[src/rtl/inst_fetch_pkg.sv]
// ----------------------------------------------------------------------------
// inst_fetch_pkg
//   Shared definitions for the instruction fetch stage.
//   - InstBus / InstAddrBus : instruction and instruction-address bus widths
//   - ImemAddrW / ImemDataW : instruction memory handshake bus widths
//   - ZeroWord              : all-zero word, which decode treats as NOP
//   - ResetPC               : default first fetch address after reset
//   - fetch_entry_t         : {pc, inst} pair held by the prefetch FIFO
// ----------------------------------------------------------------------------
package inst_fetch_pkg;

   localparam int InstBus     = 32;
   localparam int InstAddrBus = 32;

   localparam int ImemAddrW = InstAddrBus;
   localparam int ImemDataW = InstBus;

   typedef logic [InstBus-1:0]     inst_bus_t;
   typedef logic [InstAddrBus-1:0] inst_addr_bus_t;

   localparam inst_bus_t      ZeroWord = '0;
   localparam inst_addr_bus_t ResetPC  = 32'h0000_0000;

   typedef struct packed {
      inst_addr_bus_t pc;
      inst_bus_t      inst;
   } fetch_entry_t;

   // Next sequential word address; wraps 0xFFFF_FFFC -> 0 naturally.
   function automatic inst_addr_bus_t next_pc(inst_addr_bus_t pc);
      return pc + 32'd4;
   endfunction

   // Force a redirect target onto a word boundary.
   function automatic inst_addr_bus_t word_align(inst_addr_bus_t addr);
      return addr & ~32'h0000_0003;
   endfunction

endpackage

[src/rtl/inst_fetch_if.sv]
// ----------------------------------------------------------------------------
// inst_fetch_if
//   Instruction memory request/response bus.
//   - imem_req_o    : request valid (fetch -> memory)
//   - imem_addr_o   : word address of the request (fetch -> memory)
//   - imem_gnt_i    : request accepted this cycle (memory -> fetch)
//   - imem_rvalid_i : read data valid, in request order (memory -> fetch)
//   - imem_rdata_i  : read data (memory -> fetch)
//   master modport is the fetch stage, slave modport is the memory.
// ----------------------------------------------------------------------------
interface inst_fetch_if;
   import inst_fetch_pkg::*;

   logic                 imem_req_o;
   logic [ImemAddrW-1:0] imem_addr_o;
   logic                 imem_gnt_i;
   logic                 imem_rvalid_i;
   logic [ImemDataW-1:0] imem_rdata_i;

   modport master (
      output imem_req_o,
      output imem_addr_o,
      input  imem_gnt_i,
      input  imem_rvalid_i,
      input  imem_rdata_i
   );

   modport slave (
      input  imem_req_o,
      input  imem_addr_o,
      output imem_gnt_i,
      output imem_rvalid_i,
      output imem_rdata_i
   );

endinterface

[src/rtl/fetch_fifo.sv]
// ----------------------------------------------------------------------------
// fetch_fifo
//   Synchronous prefetch FIFO of {pc, inst} entries.
//   - clk, rst : clock, asynchronous active-low reset
//   - push     : write push_data at the tail
//   - push_data: entry to write
//   - pop      : drop the head entry
//   - clear    : empty the FIFO (wins over push/pop)
//   - count    : number of valid entries
//   - head     : oldest entry (undefined contents while count == 0)
//   Push into a full FIFO is only honoured when a pop happens in the same
//   cycle; the fetch stage never asks for more than that.
// ----------------------------------------------------------------------------
module fetch_fifo
   import inst_fetch_pkg::*;
#(
   parameter  int DEPTH = 2,
   localparam int CntW  = $clog2(DEPTH + 1)
) (
   input  logic            clk,
   input  logic            rst,
   input  logic            push,
   input  fetch_entry_t    push_data,
   input  logic            pop,
   input  logic            clear,
   output logic [CntW-1:0] count,
   output fetch_entry_t    head
);

   localparam int              PtrW    = (DEPTH > 1) ? $clog2(DEPTH) : 1;
   localparam logic [PtrW-1:0] LastPtr = PtrW'(DEPTH - 1);
   localparam logic [CntW-1:0] Full    = CntW'(DEPTH);

   fetch_entry_t    mem_q [DEPTH];
   logic [PtrW-1:0] wr_ptr;
   logic [PtrW-1:0] rd_ptr;
   logic            do_push;
   logic            do_pop;

   function automatic logic [PtrW-1:0] ptr_inc(logic [PtrW-1:0] p);
      return (p == LastPtr) ? '0 : p + 1'b1;
   endfunction

   assign do_pop  = pop && (count != '0);
   assign do_push = push && ((count != Full) || do_pop);
   assign head    = mem_q[rd_ptr];

   always_ff @(posedge clk or negedge rst) begin
      if (!rst) begin
         wr_ptr <= '0;
         rd_ptr <= '0;
         count  <= '0;
      end else if (clear) begin
         wr_ptr <= '0;
         rd_ptr <= '0;
         count  <= '0;
      end else begin
         if (do_push) begin
            wr_ptr <= ptr_inc(wr_ptr);
         end
         if (do_pop) begin
            rd_ptr <= ptr_inc(rd_ptr);
         end
         if (do_push && !do_pop) begin
            count <= count + 1'b1;
         end else if (do_pop && !do_push) begin
            count <= count - 1'b1;
         end
      end
   end

   // Storage is data-only; validity is tracked by the pointers and count.
   always_ff @(posedge clk) begin
      if (do_push && !clear) begin
         mem_q[wr_ptr] <= push_data;
      end
   end

endmodule

[src/rtl/inst_fetch.sv]
// ----------------------------------------------------------------------------
// inst_fetch
//   Instruction fetch stage: issues in-order word requests to instruction
//   memory, buffers the returned words in a prefetch FIFO and presents one
//   registered pc/instruction pair per cycle to decode.
//   - clk, rst      : clock, asynchronous active-low reset
//   - stall_i       : hold pc_o/inst_o/inst_valid_o
//   - flush_i       : redirect, discard all fetched and in-flight work
//   - new_pc_i      : redirect target, sampled while flush_i = 1
//   - imem          : instruction memory bus (inst_fetch_if.master)
//   - pc_o, inst_o  : to decode pc_i / inst_i; zero when nothing is valid
//   - inst_valid_o  : pc_o/inst_o carry a real instruction
//   Parameters: RESET_PC (first fetch address), FIFO_DEPTH (buffer entries,
//   also the cap on in-flight requests plus buffered words, >= 1).
// ----------------------------------------------------------------------------
module inst_fetch
   import inst_fetch_pkg::*;
#(
   parameter inst_addr_bus_t RESET_PC   = ResetPC,
   parameter int             FIFO_DEPTH = 2
) (
   input  logic            clk,
   input  logic            rst,
   input  logic            stall_i,
   input  logic            flush_i,
   input  inst_addr_bus_t  new_pc_i,
   inst_fetch_if.master    imem,
   output inst_addr_bus_t  pc_o,
   output inst_bus_t       inst_o,
   output logic            inst_valid_o
);

   localparam int            CntW = $clog2(FIFO_DEPTH + 1);
   localparam logic [CntW:0] Cap  = (CntW + 1)'(FIFO_DEPTH);

   inst_addr_bus_t  fetch_pc;
   inst_addr_bus_t  resp_pc;
   logic [CntW-1:0] inflight;
   logic [CntW-1:0] discard;
   logic [CntW-1:0] fifo_count;
   logic [CntW:0]   credit_used;
   fetch_entry_t    fifo_head;
   fetch_entry_t    push_entry;
   logic            req;
   logic            accept;
   logic            rsp_ok;
   logic            push;
   logic            pop;

   // Credit is reserved at issue: every in-flight request already owns a
   // FIFO slot, so a response can always be pushed even under stall. A pop
   // in the same cycle is deliberately not credited to keep req off the
   // FIFO read path.
   assign credit_used = {1'b0, inflight} + {1'b0, fifo_count};

   // rst gates the request so the bus stays quiet while reset is held.
   assign req = rst && !flush_i && (credit_used < Cap);

   assign imem.imem_req_o  = req;
   assign imem.imem_addr_o = fetch_pc;

   assign accept = req && imem.imem_gnt_i;
   // A response with nothing outstanding is a protocol error and is ignored.
   assign rsp_ok = imem.imem_rvalid_i && (inflight != '0);
   assign push   = rsp_ok && (discard == '0) && !flush_i;
   assign pop    = !flush_i && !stall_i && (fifo_count != '0);

   assign push_entry = '{pc: resp_pc, inst: imem.imem_rdata_i};

   fetch_fifo #(
      .DEPTH (FIFO_DEPTH)
   ) u_fifo (
      .clk       (clk),
      .rst       (rst),
      .push      (push),
      .push_data (push_entry),
      .pop       (pop),
      .clear     (flush_i),
      .count     (fifo_count),
      .head      (fifo_head)
   );

   // Request/response bookkeeping. inflight keeps counting requests whose
   // data will be discarded, so discard never exceeds inflight.
   always_ff @(posedge clk or negedge rst) begin
      if (!rst) begin
         fetch_pc <= RESET_PC;
         resp_pc  <= RESET_PC;
         inflight <= '0;
         discard  <= '0;
      end else if (flush_i) begin
         fetch_pc <= word_align(new_pc_i);
         resp_pc  <= word_align(new_pc_i);
         inflight <= inflight - CntW'(rsp_ok);
         discard  <= inflight - CntW'(rsp_ok);
      end else begin
         if (accept) begin
            fetch_pc <= next_pc(fetch_pc);
         end
         inflight <= inflight + CntW'(accept) - CntW'(rsp_ok);
         if (rsp_ok) begin
            if (discard != '0) begin
               discard <= discard - 1'b1;
            end else begin
               resp_pc <= next_pc(resp_pc);
            end
         end
      end
   end

   // Decode-facing output register: flush > stall > pop > bubble.
   always_ff @(posedge clk or negedge rst) begin
      if (!rst) begin
         pc_o         <= '0;
         inst_o       <= ZeroWord;
         inst_valid_o <= 1'b0;
      end else if (flush_i) begin
         pc_o         <= '0;
         inst_o       <= ZeroWord;
         inst_valid_o <= 1'b0;
      end else if (!stall_i) begin
         if (pop) begin
            pc_o         <= fifo_head.pc;
            inst_o       <= fifo_head.inst;
            inst_valid_o <= 1'b1;
         end else begin
            pc_o         <= '0;
            inst_o       <= ZeroWord;
            inst_valid_o <= 1'b0;
         end
      end
   end

endmodule

[src/flat_wrapper.sv]
// flat-port wrapper written by rule: the top's interface ports become plain ports
module inst_fetch_flat import inst_fetch_pkg::*;
#(
   parameter inst_addr_bus_t RESET_PC   = ResetPC,
   parameter int             FIFO_DEPTH = 2
)
  (clk, rst, stall_i, flush_i, new_pc_i, pc_o, inst_o, inst_valid_o, imem_imem_req_o, imem_imem_addr_o, imem_imem_gnt_i, imem_imem_rvalid_i, imem_imem_rdata_i);
  inst_fetch_if imem_i ();
  input  logic clk;
  input  logic rst;
  input  logic stall_i;
  input  logic flush_i;
  input  inst_addr_bus_t new_pc_i;
  output inst_addr_bus_t pc_o;
  output inst_bus_t inst_o;
  output logic inst_valid_o;
  output wire logic [$bits(imem_i.imem_req_o)-1:0] imem_imem_req_o;
  output wire logic [$bits(imem_i.imem_addr_o)-1:0] imem_imem_addr_o;
  input wire logic [$bits(imem_i.imem_gnt_i)-1:0] imem_imem_gnt_i;
  input wire logic [$bits(imem_i.imem_rvalid_i)-1:0] imem_imem_rvalid_i;
  input wire logic [$bits(imem_i.imem_rdata_i)-1:0] imem_imem_rdata_i;
  assign imem_imem_req_o = imem_i.imem_req_o;
  assign imem_imem_addr_o = imem_i.imem_addr_o;
  assign imem_i.imem_gnt_i = imem_imem_gnt_i;
  assign imem_i.imem_rvalid_i = imem_imem_rvalid_i;
  assign imem_i.imem_rdata_i = imem_imem_rdata_i;
  inst_fetch #(.RESET_PC(RESET_PC), .FIFO_DEPTH(FIFO_DEPTH)) u_core (.clk(clk), .rst(rst), .stall_i(stall_i), .flush_i(flush_i), .new_pc_i(new_pc_i), .imem(imem_i), .pc_o(pc_o), .inst_o(inst_o), .inst_valid_o(inst_valid_o));
endmodule
[config.mk]
export PLATFORM = sky130hd
export DESIGN_NAME = inst_fetch_flat
export DESIGN_NICKNAME = d
export VERILOG_FILES = /design/src/rtl/inst_fetch_pkg.sv /design/src/rtl/inst_fetch_if.sv /design/src/rtl/fetch_fifo.sv /design/src/rtl/inst_fetch.sv /design/src/flat_wrapper.sv
export SDC_FILE = /design/constraint.sdc
export NUM_CORES = 1
export LEC_CHECK = 0
export CAP_MARGIN = 15
export CORE_MARGIN = 1.5
export CORE_UTILIZATION = 58
export DETAILED_ROUTE_END_ITERATION = 12
export PLACE_DENSITY = 0.85
export SYNTH_ARGS = -nofsm -noshare
export SYNTH_HDL_FRONTEND = slang
export SYNTH_SLANG_ARGS = --single-unit
[constraint.sdc]
create_clock -name clk -period 10.9 [get_ports clk]
set_clock_uncertainty 0.2 [all_clocks]
set_input_delay 3.27 -clock clk [delete_from_list [all_inputs] [get_ports clk]]
set_output_delay 3.27 -clock clk [all_outputs]
set_load 0.02 [all_outputs]
==> results.sh <==
export IMPL_firstDrtPassIters=5
export IMPL_wire_per_inst_um=18.30
export IMPL_power_frac_seq_pct=50.3
export IMPL_power_switching_share_pct=25.25
export IMPL_syn_avg_cell_area_sq_um=12.85
export IMPL_drc=0
export IMPL_synthFlopType="dfrtp_1"
export IMPL_netlist_area_sq_mm=0.01060
export IMPL_p_per_area_mw_per_mm2=178.4
export IMPL_cts_setup_buffers=0
export IMPL_cts_root_buf="clkbuf_16"
export IMPL_insertedDiodeCount=0
export IMPL_synth_cell_types=48
export IMPL_grt_max_degree=80
export IMPL_status="finished, final reports clean"
export IMPL_intPower_w=0.001766
export IMPL_worst_r2r_path_depth=6
export IMPL_die_w_um=138.2
export IMPL_setup_viol=0
export IMPL_arrival_ns=5.44
export IMPL_grt_pass1_wl_um=36430
export IMPL_synth_warnings=0
export IMPL_power_leakage_nw=4.920
export IMPL_ys_ff_latch=256
export IMPL_critPathCapture="imem_imem_req_o"
export IMPL_clk_latency_ns=0.52
export IMPL_critPathMaxFanout=41
export IMPL_wl_um=22540
export IMPL_rsz0062_at_grt="false"
export IMPL_maxSlewViolCount=0
export IMPL_portBuffers=163
export IMPL_critical_path_class="in -> out"
export IMPL_fin_crit_ns=8.909
export IMPL_cts_max_level=1
export IMPL_fin_crit_sh_pct=81.73
export IMPL_synthCells=825
export IMPL_drive_gt1_share_pct=7.876
export IMPL_ant_nets=0
export IMPL_clk_pin_slew_ns=0.06
export IMPL_crit_path_start="flush_i"
export IMPL_hold_class="reg -> reg"
export IMPL_placementRows=49
export IMPL_dr_first_iter_drc_count=450
export IMPL_max_freq_mhz=112.2
export IMPL_gp_congestion=0.8633
export IMPL_r2r_end="u_core.u_fifo.mem_q[1][54]"
export IMPL_cpMostUsedCell="clkdlybuf4s50_1"
export IMPL_die_area_sq_mm=0.01909
export IMPL_r2r_start="u_core.discard[0]"
export IMPL_grt_usage_pct=23.75
export IMPL_cts_buffers=25
export IMPL_max_slew_margin_pct=24.65
export IMPL_netSwitchingPower_w=0.0005966
export IMPL_grt_overflow=0
export IMPL_cts_resized_gates=0
export IMPL_place_hpwl_um=14030
export IMPL_hold_viol=0
export IMPL_tritoncts="built"
export IMPL_antenna_found_initial=0
export IMPL_crit_path_end_kind="output port"
export IMPL_first_global_vias=6962
export IMPL_setup_tns_ns=0
export IMPL_tightest_slew_ns=1.130
export IMPL_whs_ns=0.2746
export IMPL_clock_path_buffers=3
export IMPL_ys_async_sr_fraction_pct=51.56
export IMPL_vias_per_cell=5.772
export IMPL_core_sq_mm=0.01796
export IMPL_cp_start_kind="primary input"
export IMPL_synth_edf_count=124
export IMPL_die_height_um=138.2
export IMPL_comb_power_share_pct=13.8
export IMPL_via_count=7111
export IMPL_crit_path_top_delay_cell="or4b_1"
export IMPL_area_growth_pct=24.98
export IMPL_pwr_share_clk_pct=35.9
export IMPL_slowest_delay_ns=0.71
export IMPL_reg2reg_slack_ns=7.40
export IMPL_nNetsFinal=1060
export IMPL_worstPathCellList="clkdlybuf4s50_1 > buf_4 > or4b_1 > inv_1 > clkdlybuf4s50_1"
export IMPL_start_util_pct=59.00
export IMPL_cap_violations=0
export IMPL_seq_area_frac_synth_pct=66.30
export IMPL_cts_sinks=256
export IMPL_cp_data_required_time_ns=7.43
export IMPL_io_pins=168
export IMPL_cts_hold_fix_buffers=0
export IMPL_vdd_drop_max_uv=136.3
[placed cells by master, fill, tap and decap left out, types with 2 or more instances in the layout]
cell and count:
clkdlybuf4s50_1 162, dfrtp_1 131, edfxtp_1 124, nand2_1 109
o21ai_0 76, mux2i_1 71, xnor2_1 32, nor2_1 27
nand3_1 26, clkbuf_16 26, mux2_2 24, xor2_1 20
inv_1 17, nand4_1 15, nor3_1 14, a21oi_1 11
nor4_1 11, and3_1 9, clkbuf_1 9, clkbuf_8 7
a21boi_0 6, o211ai_1 6, buf_4 6, nand2b_1 5
and4_1 5, ha_1 5, and2_1 4, or4_1 4
or3_1 4, a31oi_1 4, nor2b_1 3, or2_2 2
a211oi_1 2, and3_2 2, a221oi_1 2, conb_1 2
[critical path, delay by kind of cell]
family,cells,cell delay (ns)
buffers and inverters,4,1.45
and+or+nand+nor,1,0.71
[cell type report]
cell class / instances / area [sq um]
clock buffer: 42 / 780.7
inverter: 18 / 67.56
fill: 1207 / 4718
tap: 229 / 286.5
timing repair buffer: 169 / 1678
multi-input combinational: 514 / 3354
clock inverter: 4 / 47.55
sequential: 256 / 7030
[layer usage]
metal  part of all wire (%)  vias up  GRT usage, %
li1                       -     3276             -
met3                    6.1       39         3.637
met2                     48      296         38.57
met5                      0        -             0
met4                    2.3        0         7.147
met1                     44     3500         33.65
[registers in the layout, summed over array words and instances, names as in the netlist]
name and flops:
u_core.discard 2, u_core.imem.imem_addr_o 30, u_core.inflight 2, u_core.inst_o 32, u_core.inst_valid_o 1, u_core.pc_o 31
u_core.resp_pc 30, u_core.u_fifo.count 2, u_core.u_fifo.mem_q 124, u_core.u_fifo.rd_ptr 1, u_core.u_fifo.wr_ptr 1
[power groups by stage]
stage               Combinational (W)  Clock [W]  Sequential (W)
global placement             0.000315          0         0.00120
global route                 0.000356   0.000907         0.00120
floorplan                    0.000179          0         0.00120
detailed placement           0.000323          0         0.00120
finish                       0.000325   0.000849         0.00119
CTS                          0.000327   0.000864         0.00119
[cells in the mapped netlist, types with 2 or more instances]
cell type / n / share of area (%)
and2_1: 4 / 0.24
and3_1: 9 / 0.53
a211oi_1: 2 / 0.14
buf_1: 5 / 0.18
xor2_1: 20 / 1.7
a221oi_1: 2 / 0.17
a21oi_1: 11 / 0.52
a31oi_1: 4 / 0.24
buf_4: 3 / 0.21
or4_1: 4 / 0.28
o211ai_1: 6 / 0.42
mux2i_1: 71 / 6.7
inv_1: 17 / 0.60
nand2b_1: 5 / 0.30
and3_2: 2 / 0.14
and4_1: 5 / 0.41
dfrtp_1: 132 / 31
ha_1: 5 / 0.59
mux2_2: 24 / 2.6
o21ai_0: 76 / 3.6
nor2_1: 28 / 0.99
nor2b_1: 3 / 0.18
a21boi_0: 6 / 0.42
nand2_1: 110 / 3.9
nand4_1: 15 / 0.89
nand3_1: 26 / 1.2
xnor2_1: 32 / 2.6
nor3_1: 15 / 0.71
edfxtp_1: 124 / 35
or2_2: 2 / 0.12
nor4_1: 11 / 0.65
clkbuf_1: 27 / 0.96
or3_1: 4 / 0.24
[how the worst min path moves through the flow]
stage,startpoint,depth (start not counted),endpoint
after floorplan,u_core.resp_pc[18],0,u_core.u_fifo.mem_q[0][50]
after global placement,u_core.inst_valid_o,2,u_core.inst_valid_o
after detailed placement,u_core.inst_o[27],2,u_core.inst_o[27]
after CTS,u_core.inst_o[27],2,u_core.inst_o[27]
after global routing,u_core.pc_o[24],2,u_core.pc_o[24]
final,u_core.inst_o[27],2,u_core.inst_o[27]
[cells by family after synthesis]
logic type / after synthesis / share of synthesized area, %
multiplexers: 95 / 9.256
AND/OR/NAND/NOR: 246 / 11.05
buffers and inverters: 56 / 2.267
adder cells (fa/ha/maj): 6 / 0.7792
flip-flops: 256 / 66.30
XOR/XNOR: 52 / 4.298
AO/OA/AOI/OAI: 113 / 6.009
other: 1 / 0.03539
[stage by stage]
stage / setup slack, ns / util [%] / power (W) / instance area [sq um] / cells
floorplan: 1.693 / - / 0.001384 / 10600 / 826
global placement: 2.017 / 69.12 / 0.001515 / 12420 / 1186
detailed placement: 2.025 / 69.12 / 0.001527 / 12420 / 1186
CTS: 2.005 / 73.73 / 0.002377 / 13250 / 1232
global route: 1.929 / 73.73 / 0.002462 / 13250 / 1232
finish: 1.991 / 73.73 / 0.002363 / 13250 / 1232
No activity file was read; power rests on OpenSTA's default activity.
